===== src/rtl/can_rx_scheduler.sv =====
`default_nettype none
// ============================================================================
// Module   : can_rx_scheduler
// Desc     : Shares the 8-bit CAN access engine between CPU pass-through
//            accesses and a hardware RX drain into a local byte FIFO.
// Options  : `define CAN_RX_IRQ_EN drives irq_o from FIFO non-empty.
// Revision : 1.0 - initial release
// ============================================================================
module can_rx_scheduler #(
  parameter int FIFO_AW   = 6,
  parameter int LOCAL_BIT = 12
) (
  input  logic        clk,
  input  logic        rst_n,
  input  logic [31:0] addr_32b_i,
  input  logic        wren_i,
  input  logic        rden_i,
  input  logic [31:0] din_32b_i,
  output logic [31:0] dout_32b_o,
  output logic        dout_32b_valid_o,
  output logic [31:0] eng_addr_32b_o,
  output logic        eng_wren_o,
  output logic        eng_rden_o,
  output logic [31:0] eng_din_32b_o,
  input  logic [31:0] eng_dout_32b_i,
  input  logic        eng_dout_32b_valid_i,
  input  logic        can_int_n_i,
  output logic        irq_o
);

  localparam int c_CW = FIFO_AW + 1;
  localparam logic [FIFO_AW:0] c_DEPTH = {1'b1, {FIFO_AW{1'b0}}};

  localparam logic [2:0] c_IDLE = 3'd0;
  localparam logic [2:0] c_CPU  = 3'd1;
  localparam logic [2:0] c_IR   = 3'd2;
  localparam logic [2:0] c_FI   = 3'd3;
  localparam logic [2:0] c_BYTE = 3'd4;
  localparam logic [2:0] c_REL  = 3'd5;

  localparam logic [7:0] c_IDX_CMR = 8'd1;
  localparam logic [7:0] c_IDX_IR  = 8'd3;
  localparam logic [7:0] c_IDX_FI  = 8'd16;

  logic             r_int_meta, r_int_sync;
  logic [2:0]       r_state, w_state_nxt, r_resume, w_drain_nxt;
  logic             r_issued;
  logic             r_pend, r_pend_wr;
  logic [7:0]       r_pend_idx, r_pend_byte;
  logic [3:0]       r_len, r_byte_idx;
  logic [7:0]       r_drop;
  logic [7:0]       r_mem [c_DEPTH];
  logic [FIFO_AW-1:0] r_wr_ptr, r_rd_ptr;
  logic [c_CW-1:0]  r_count, w_count_nxt, w_free;
  logic [31:0]      r_dout;
  logic             r_dout_valid;

  logic             w_eng_done, w_issue, w_eng_wr, w_fits, w_push, w_pop, w_flush;
  logic             w_req, w_local, w_empty;
  logic [7:0]       w_eng_byte, w_eng_idx, w_eng_wdata, w_req_idx;
  logic [3:0]       w_dlc, w_len;
  logic [31:0]      w_local_rdata;
  logic             w_unused;

  assign w_unused = ^{addr_32b_i[31:10], addr_32b_i[1:0], din_32b_i[31:8],
                      eng_dout_32b_i[31:8]};

  always_ff @(posedge clk or negedge rst_n) begin
    if (!rst_n) begin
      r_int_meta <= 1'b1;
      r_int_sync <= 1'b1;
    end else begin
      r_int_meta <= can_int_n_i;
      r_int_sync <= r_int_meta;
    end
  end

  assign w_eng_done = r_issued & eng_dout_32b_valid_i;
  assign w_eng_byte = eng_dout_32b_i[7:0];
  assign w_dlc      = (eng_dout_32b_i[3:0] > 4'd8) ? 4'd8 : eng_dout_32b_i[3:0];
  assign w_len      = 4'd1 + (eng_dout_32b_i[7] ? 4'd4 : 4'd2) + w_dlc;
  assign w_free     = c_DEPTH - r_count;
  assign w_fits     = (w_free >= c_CW'(w_len));
  assign w_empty    = (r_count == '0);

  // FSM state register; r_issued marks that the current state's single engine pulse went out
  always_ff @(posedge clk or negedge rst_n) begin
    if (!rst_n) begin
      r_state  <= c_IDLE;
      r_issued <= 1'b0;
    end else begin
      r_state <= w_state_nxt;
      if (w_eng_done)
        r_issued <= 1'b0;
      else if (r_state != c_IDLE)
        r_issued <= 1'b1;
    end
  end

  always_comb begin
    w_drain_nxt = c_IDLE;
    case (r_state)
      c_IR:    w_drain_nxt = w_eng_byte[0] ? c_FI : c_IDLE;
      c_FI:    w_drain_nxt = w_fits ? c_BYTE : c_REL;
      c_BYTE:  w_drain_nxt = (r_byte_idx == r_len - 4'd1) ? c_REL : c_BYTE;
      c_REL:   w_drain_nxt = c_IR;
      default: w_drain_nxt = c_IDLE;
    endcase
  end

  always_comb begin
    w_state_nxt = r_state;
    case (r_state)
      c_IDLE: begin
        if (r_pend)
          w_state_nxt = c_CPU;
        else if (!r_int_sync)
          w_state_nxt = c_IR;
      end
      c_CPU: begin
        if (w_eng_done)
          w_state_nxt = r_resume;
      end
      c_IR, c_FI, c_BYTE, c_REL: begin
        if (w_eng_done)
          w_state_nxt = r_pend ? c_CPU : w_drain_nxt;
      end
      default: w_state_nxt = c_IDLE;
    endcase
  end

  always_comb begin
    w_eng_idx   = 8'd0;
    w_eng_wr    = 1'b0;
    w_eng_wdata = 8'd0;
    case (r_state)
      c_CPU: begin
        w_eng_idx   = r_pend_idx;
        w_eng_wr    = r_pend_wr;
        w_eng_wdata = r_pend_wr ? r_pend_byte : 8'd0;
      end
      c_IR:   w_eng_idx = c_IDX_IR;
      c_FI:   w_eng_idx = c_IDX_FI;
      c_BYTE: w_eng_idx = c_IDX_FI + {4'd0, r_byte_idx};
      c_REL: begin
        w_eng_idx   = c_IDX_CMR;
        w_eng_wr    = 1'b1;
        w_eng_wdata = 8'h04;
      end
      default: w_eng_idx = 8'd0;
    endcase
  end

  assign w_issue        = (r_state != c_IDLE) && !r_issued;
  assign eng_wren_o     = w_issue & w_eng_wr;
  assign eng_rden_o     = w_issue & ~w_eng_wr;
  assign eng_addr_32b_o = {22'd0, w_eng_idx, 2'b00};
  assign eng_din_32b_o  = {24'd0, w_eng_wdata};

  // Drain bookkeeping: resume point survives a CPU interjection
  always_ff @(posedge clk or negedge rst_n) begin
    if (!rst_n) begin
      r_resume   <= c_IDLE;
      r_len      <= 4'd0;
      r_byte_idx <= 4'd0;
      r_drop     <= 8'd0;
    end else begin
      if (w_state_nxt == c_CPU && r_state != c_CPU)
        r_resume <= (r_state == c_IDLE) ? c_IDLE : w_drain_nxt;
      if (w_eng_done && r_state == c_FI) begin
        r_len      <= w_len;
        r_byte_idx <= 4'd1;
        if (!w_fits && r_drop != 8'hFF)
          r_drop <= r_drop + 8'd1;
      end
      if (w_eng_done && r_state == c_BYTE)
        r_byte_idx <= r_byte_idx + 4'd1;
    end
  end

  assign w_req     = (rden_i | wren_i) & ~r_pend;
  assign w_local   = addr_32b_i[LOCAL_BIT];
  assign w_req_idx = addr_32b_i[9:2];
  assign w_pop     = w_req & w_local & ~wren_i & (w_req_idx == 8'd0) & ~w_empty;
  assign w_flush   = w_req & w_local & wren_i & (w_req_idx == 8'd2) & din_32b_i[0];
  assign w_push    = w_eng_done & (((r_state == c_FI) & w_fits) | (r_state == c_BYTE));

  always_comb begin
    w_local_rdata = 32'd0;
    if (!wren_i) begin
      if (w_req_idx == 8'd0)
        w_local_rdata = {23'd0, w_empty, w_empty ? 8'h00 : r_mem[r_rd_ptr]};
      else if (w_req_idx == 8'd1)
        w_local_rdata = {16'd0, r_drop, 1'b0, 7'(r_count)};
    end
  end

  always_ff @(posedge clk or negedge rst_n) begin
    if (!rst_n) begin
      r_pend       <= 1'b0;
      r_pend_wr    <= 1'b0;
      r_pend_idx   <= 8'd0;
      r_pend_byte  <= 8'd0;
      r_dout       <= 32'd0;
      r_dout_valid <= 1'b0;
    end else begin
      r_dout_valid <= 1'b0;
      if (w_req && !w_local) begin
        r_pend      <= 1'b1;
        r_pend_wr   <= wren_i;
        r_pend_idx  <= w_req_idx;
        r_pend_byte <= din_32b_i[7:0];
      end
      if (w_req && w_local) begin
        r_dout       <= w_local_rdata;
        r_dout_valid <= 1'b1;
      end
      if (r_state == c_CPU && w_eng_done) begin
        r_pend       <= 1'b0;
        r_dout       <= {24'd0, w_eng_byte};
        r_dout_valid <= 1'b1;
      end
    end
  end

  assign dout_32b_o       = r_dout;
  assign dout_32b_valid_o = r_dout_valid;

  assign w_count_nxt = w_flush ? '0 : (r_count + c_CW'(w_push) - c_CW'(w_pop));

  always_ff @(posedge clk or negedge rst_n) begin
    if (!rst_n) begin
      r_wr_ptr <= '0;
      r_rd_ptr <= '0;
      r_count  <= '0;
    end else begin
      r_count <= w_count_nxt;
      if (w_flush) begin
        r_wr_ptr <= '0;
        r_rd_ptr <= '0;
      end else begin
        if (w_push) r_wr_ptr <= r_wr_ptr + 1'b1;
        if (w_pop)  r_rd_ptr <= r_rd_ptr + 1'b1;
      end
    end
  end

  always_ff @(posedge clk) begin
    if (w_push)
      r_mem[r_wr_ptr] <= w_eng_byte;
  end

`ifdef CAN_RX_IRQ_EN
  logic r_irq;
  always_ff @(posedge clk or negedge rst_n) begin
    if (!rst_n)
      r_irq <= 1'b0;
    else
      r_irq <= (w_count_nxt != '0);
  end
  assign irq_o = r_irq;
`else
  assign irq_o = 1'b0;
`endif

endmodule
`default_nettype wire


===== config.mk =====
export PLATFORM = sky130hd
export DESIGN_NAME = can_rx_scheduler
export DESIGN_NICKNAME = d
export VERILOG_FILES = /design/src/rtl/can_rx_scheduler.sv
export SDC_FILE = /design/constraint.sdc
export NUM_CORES = 1
export LEC_CHECK = 0
export ABC_CLOCK_PERIOD_IN_PS = 3700
export CAP_MARGIN = 0
export CORE_MARGIN = 8
export CORE_UTILIZATION = 37
export CTS_CLUSTER_DIAMETER = 100
export CTS_CLUSTER_SIZE = 14
export DETAILED_ROUTE_END_ITERATION = 7
export SYNTH_ARGS = -nofsm -noshare
export SYNTH_HDL_FRONTEND = slang
export SYNTH_SLANG_ARGS = --single-unit
export TNS_END_PERCENT = 50

===== constraint.sdc =====
create_clock -name clk -period 3.7 [get_ports clk]
set_input_delay 1.11 -clock clk [delete_from_list [all_inputs] [get_ports clk]]
set_output_delay 1.11 -clock clk [all_outputs]
set_load 0.01 [all_outputs]

==> flow_metrics.py, run 1 <==
metrics = {
    "clock_tree": {
        "numCtsBuffers": 48,
        "clock_insertion_delay_worst_skew_ps": 620,
        "clock_sink_count": 591,
        "clock_tree_from_tritoncts": "yes",
        "cts_htree_levels": 2,
        "cts.clk_slew.worst_paths_ps": 70,
        "cts.path.max_buffers": 3,
        "root_buffer": "clkbuf_16",
    },
    "cells_and_area": {
        "syn_to_final_growth_pct": 17.2,
        "finish.utilization_pct": 43.6,
        "non_filler_cells_in_the_finished_layout": 2585,
        "antenna-diode-count": 0,
        "layout_common_cells": "512 x edfxtp_1, 122 x buf_4, 96 x mux4_2",
        "fin_nets": 1800,
        "layout.cells.most_common": "edfxtp_1",
        "final_layout_size_suffix_gt1_share_pct": 23.9,
        "fill_cells": 5866,
    },
    "place": {
        "port_buffers": 65,
        "dp.final_hpwl_um": 42200,
        "gpl_congestion": 0.898,
        "dp.cells": 2490,
    },
    "detailed_routing": {
        "drt_wl_total_um": 63100,
        "drt_drc_violations_left": 0,
        "drtIter0Drc": 1217,
        "antenna_violating_nets_post_route": 0,
        "num_vias": 13817,
        "wl_per_cell_um": 24.4,
        "detailedRoute.firstPassIterationCount": 7,
        "vias_per_cell": 5.35,
    },
    "global_routing": {
        "grt_pass1_wl_um": 93000,
        "grt_pass1_vias": 14042,
        "gr-total-overflow": 0,
        "grt_start_max_net_pins": 67,
        "grtUsageTotal_pct": 16.5,
        "number_of_antenna_violations_at_the_first_check_in_global_routing": 0,
    },
    "power": {
        "irDropWorstVdd_mv": 0.358,
        "power.static_leakage_uw": 0.00942,
        "power_uw": 15600,
        "pwr_density_cell_mw_per_mm2": 536,
    },
    "die": {
        "dieWidth_um": 275,
        "core_mm2": 0.0669,
        "io_pins": 202,
        "die_h_um": 275,
        "effective_utilization_at_floorplan_pct": 37.2,
        "die-area_mm2": 0.0758,
        "num_rows": 95,
    },
    "synthesis": {
        "ys_ff_latch": 591,
        "synth_cell_type_count": 67,
        "synth-edff-count": 512,
        "seq_area_frac_synth_pct": 69.7,
        "ys.warnings.count": 0,
        "synth-async-reset-ratio_pct": 13.4,
        "postSynth.topFlopCell": "edfxtp_1",
        "post_synth_inst_count": 1507,
        "synth_area_mm2": 0.0249,
        "avgSynthCellArea_um2": 16.5,
    },
    "timing": {
        "hold_slack_ps": 360,
        "totalNegativeSetupSlack_ps": -540,
        "slew_violations": 0,
        "finalCriticalPeriod_ps": 3990,
        "worst_slew_pin_slew_ps": 1020,
        "final-hold-violation-count": 0,
        "setup_viol": 3,
        "finalClockSkew_ps": 31.5,
        "max_clock_freq_ghz": 0.250,
        "max_slew_margin_vs_limit_pct": 31.7,
        "rsz0062_at_grt": "true",
        "post-route-period-util_pct": 108,
        "setup_ws_ps": -295,
    },
    "critical_path": {
        "crit_type": "input port to flop",
        "worst-r2r-setup-slack_ps": 30,
        "crit_arrival_ps": 4470,
        "cp_max_fo": 3,
        "endpoint_kind": "flop",
        "timing.critical_path.required_ps": 4180,
        "worst_setup_path_start_kind": "input port",
    },
    "worst_hold_path": {
        "worstHoldPathType": "flop to flop",
    },
    "run": {
        "number_of_maximum_capacitance_constraint_violations": 0,
    },
    "run_status": {
        "run_status": "complete, but fails checks",
        "failing_checks": "negative setup slack",
    },
}
-- where the power goes --
part           switching [µW]  internal, µW
clock                    2360          2500
combinational            1600          1300
sequential                335          7540
total                    4290         11300
-- metal layers --
metal  vias up  track usage, %  wire (µm)  part of all wire (%)
li1       6100               -          -                     -
met1      7116            23.4      28200                    45
met2       501            25.1      28300                    45
met3       100            3.19       4650                   7.4
met4         0            5.91       1890                   3.0
met5         -               0          0                     0
-- through the flow --
stage          area [µm²]  worst slack (ps)
6_report            29200              -295
5_1_grt             29200              -433
3_5_place_dp        27200             -1240
3_3_place_gp        27200             -1160
2_1_floorplan       25300              -712
4_1_cts             28800              -288
-- final timing paths --
path                       cells past startpoint              start        endpoint
max in group asynchronous                      2              rst_n      r_int_sync
min in group asynchronous                      1              rst_n  dout_32b_o[13]
setup reg to reg                              20         r_count[1]      r_count[6]
hold reg to reg                                0         r_int_meta      r_int_sync
hold / removal                                 0         r_int_meta      r_int_sync
setup / recovery                              21  eng_dout_32b_i[7]      r_count[6]
-- sequential cells by signal (all words and copies together), names as in the netlist --
signal            cells
r_pend_byte           8
r_rd_ptr              6
r_resume              3
r_drop                8
r_int_sync            1
r_pend_idx            8
r_count               7
r_byte_idx            4
r_state               3
r_pend_wr             1
r_len                 4
dout_32b_o           16
dout_32b_valid_o      1
r_mem               512
r_wr_ptr              6
r_int_meta            1
r_issued              1
r_pend                1
-- repair_timing --
| action | CTS | global route |
|---|---|---|
| gates resized for setup | 58 | 56 |
| pin swaps | 13 | 16 |
| buffers inserted | 2 | 5 |
| hold buffers | 0 | 0 |
| endpoints found under the setup margin | 520 | 478 |
-- cell families (layout without fill, tap and decap cells) --
kind of cell | count (synthesis) | count (layout) | share of synthesized area (%)
buffers and inverters | 165 | 306 | 3.69
AO/OA/AOI/OAI | 209 | 209 | 5.64
other | 1 | 65 | 0.0151
flip-flops | 591 | 591 | 69.7
XOR/XNOR | 30 | 30 | 1.06
multiplexers | 201 | 201 | 13.0
AND/OR/NAND/NOR | 285 | 285 | 5.53
adder cells (fa/ha/maj) | 25 | 25 | 1.32
-- worst max-delay path, stage by stage --
cell	delay, ps
buf_4	140
buf_4	130
buf_4	140
fa_2	400
xor2_2	170
ha_1	280
nand2_1	60
o2111a_2	310
a21oi_4	170
nor2_4	50
ha_4	230
inv_2	60
ha_4	130
inv_2	30
fa_2	340
o21bai_1	190
a21oi_2	80
o21bai_1	170
a21oi_2	70
xnor2_1	130
nor2_1	60
-- cell usage after synthesis (11+ instances only) --
cell type	n	area [µm²]
clkbuf_1	43	161
inv_1	21	78.8
a22oi_1	22	165
edfxtp_1	512	15400
mux2_2	23	259
o22ai_1	16	100
buf_1	11	41.3
o21ai_0	21	105
o21ai_1	12	60.1
buf_2	17	85.1
nand2_1	42	158
a21oi_1	49	245
nand3_1	21	105
o221ai_1	11	96.3
nor2_1	123	462
mux2i_1	77	771
xnor2_1	20	175
dfrtp_1	77	1930
nor2b_1	16	100
buf_4	72	541
ha_1	23	288
a211oi_1	16	120
mux4_2	96	2160
a22o_1	17	149
nor3_1	11	55.1
and3_1	17	106
-- cell type report --
cell class	instances	area [µm²]	share of cell area, %
Sequential cell	591	17400	59.5
Multi-Input combinational cell	815	7490	25.7
Clock buffer	85	1350	4.63
Inverter	21	78.8	0.270
Tap cell	873	1090	3.74
Timing Repair Buffer	196	1720	5.91
Clock inverter	4	80.1	0.274
Power figures use the tool's default switching activity.
==> run 2: changes to the inputs <==
Settings changed: SLEW_MARGIN from default to 10.
==> results of run 2 <==
Final layout, timing and power as in run 1 (identical DEF).
==> run 3: changes to the inputs <==
Settings changed: ABC_AREA from default to 0.
==> results of run 3 <==
Final layout, timing and power as in run 1 (identical DEF).
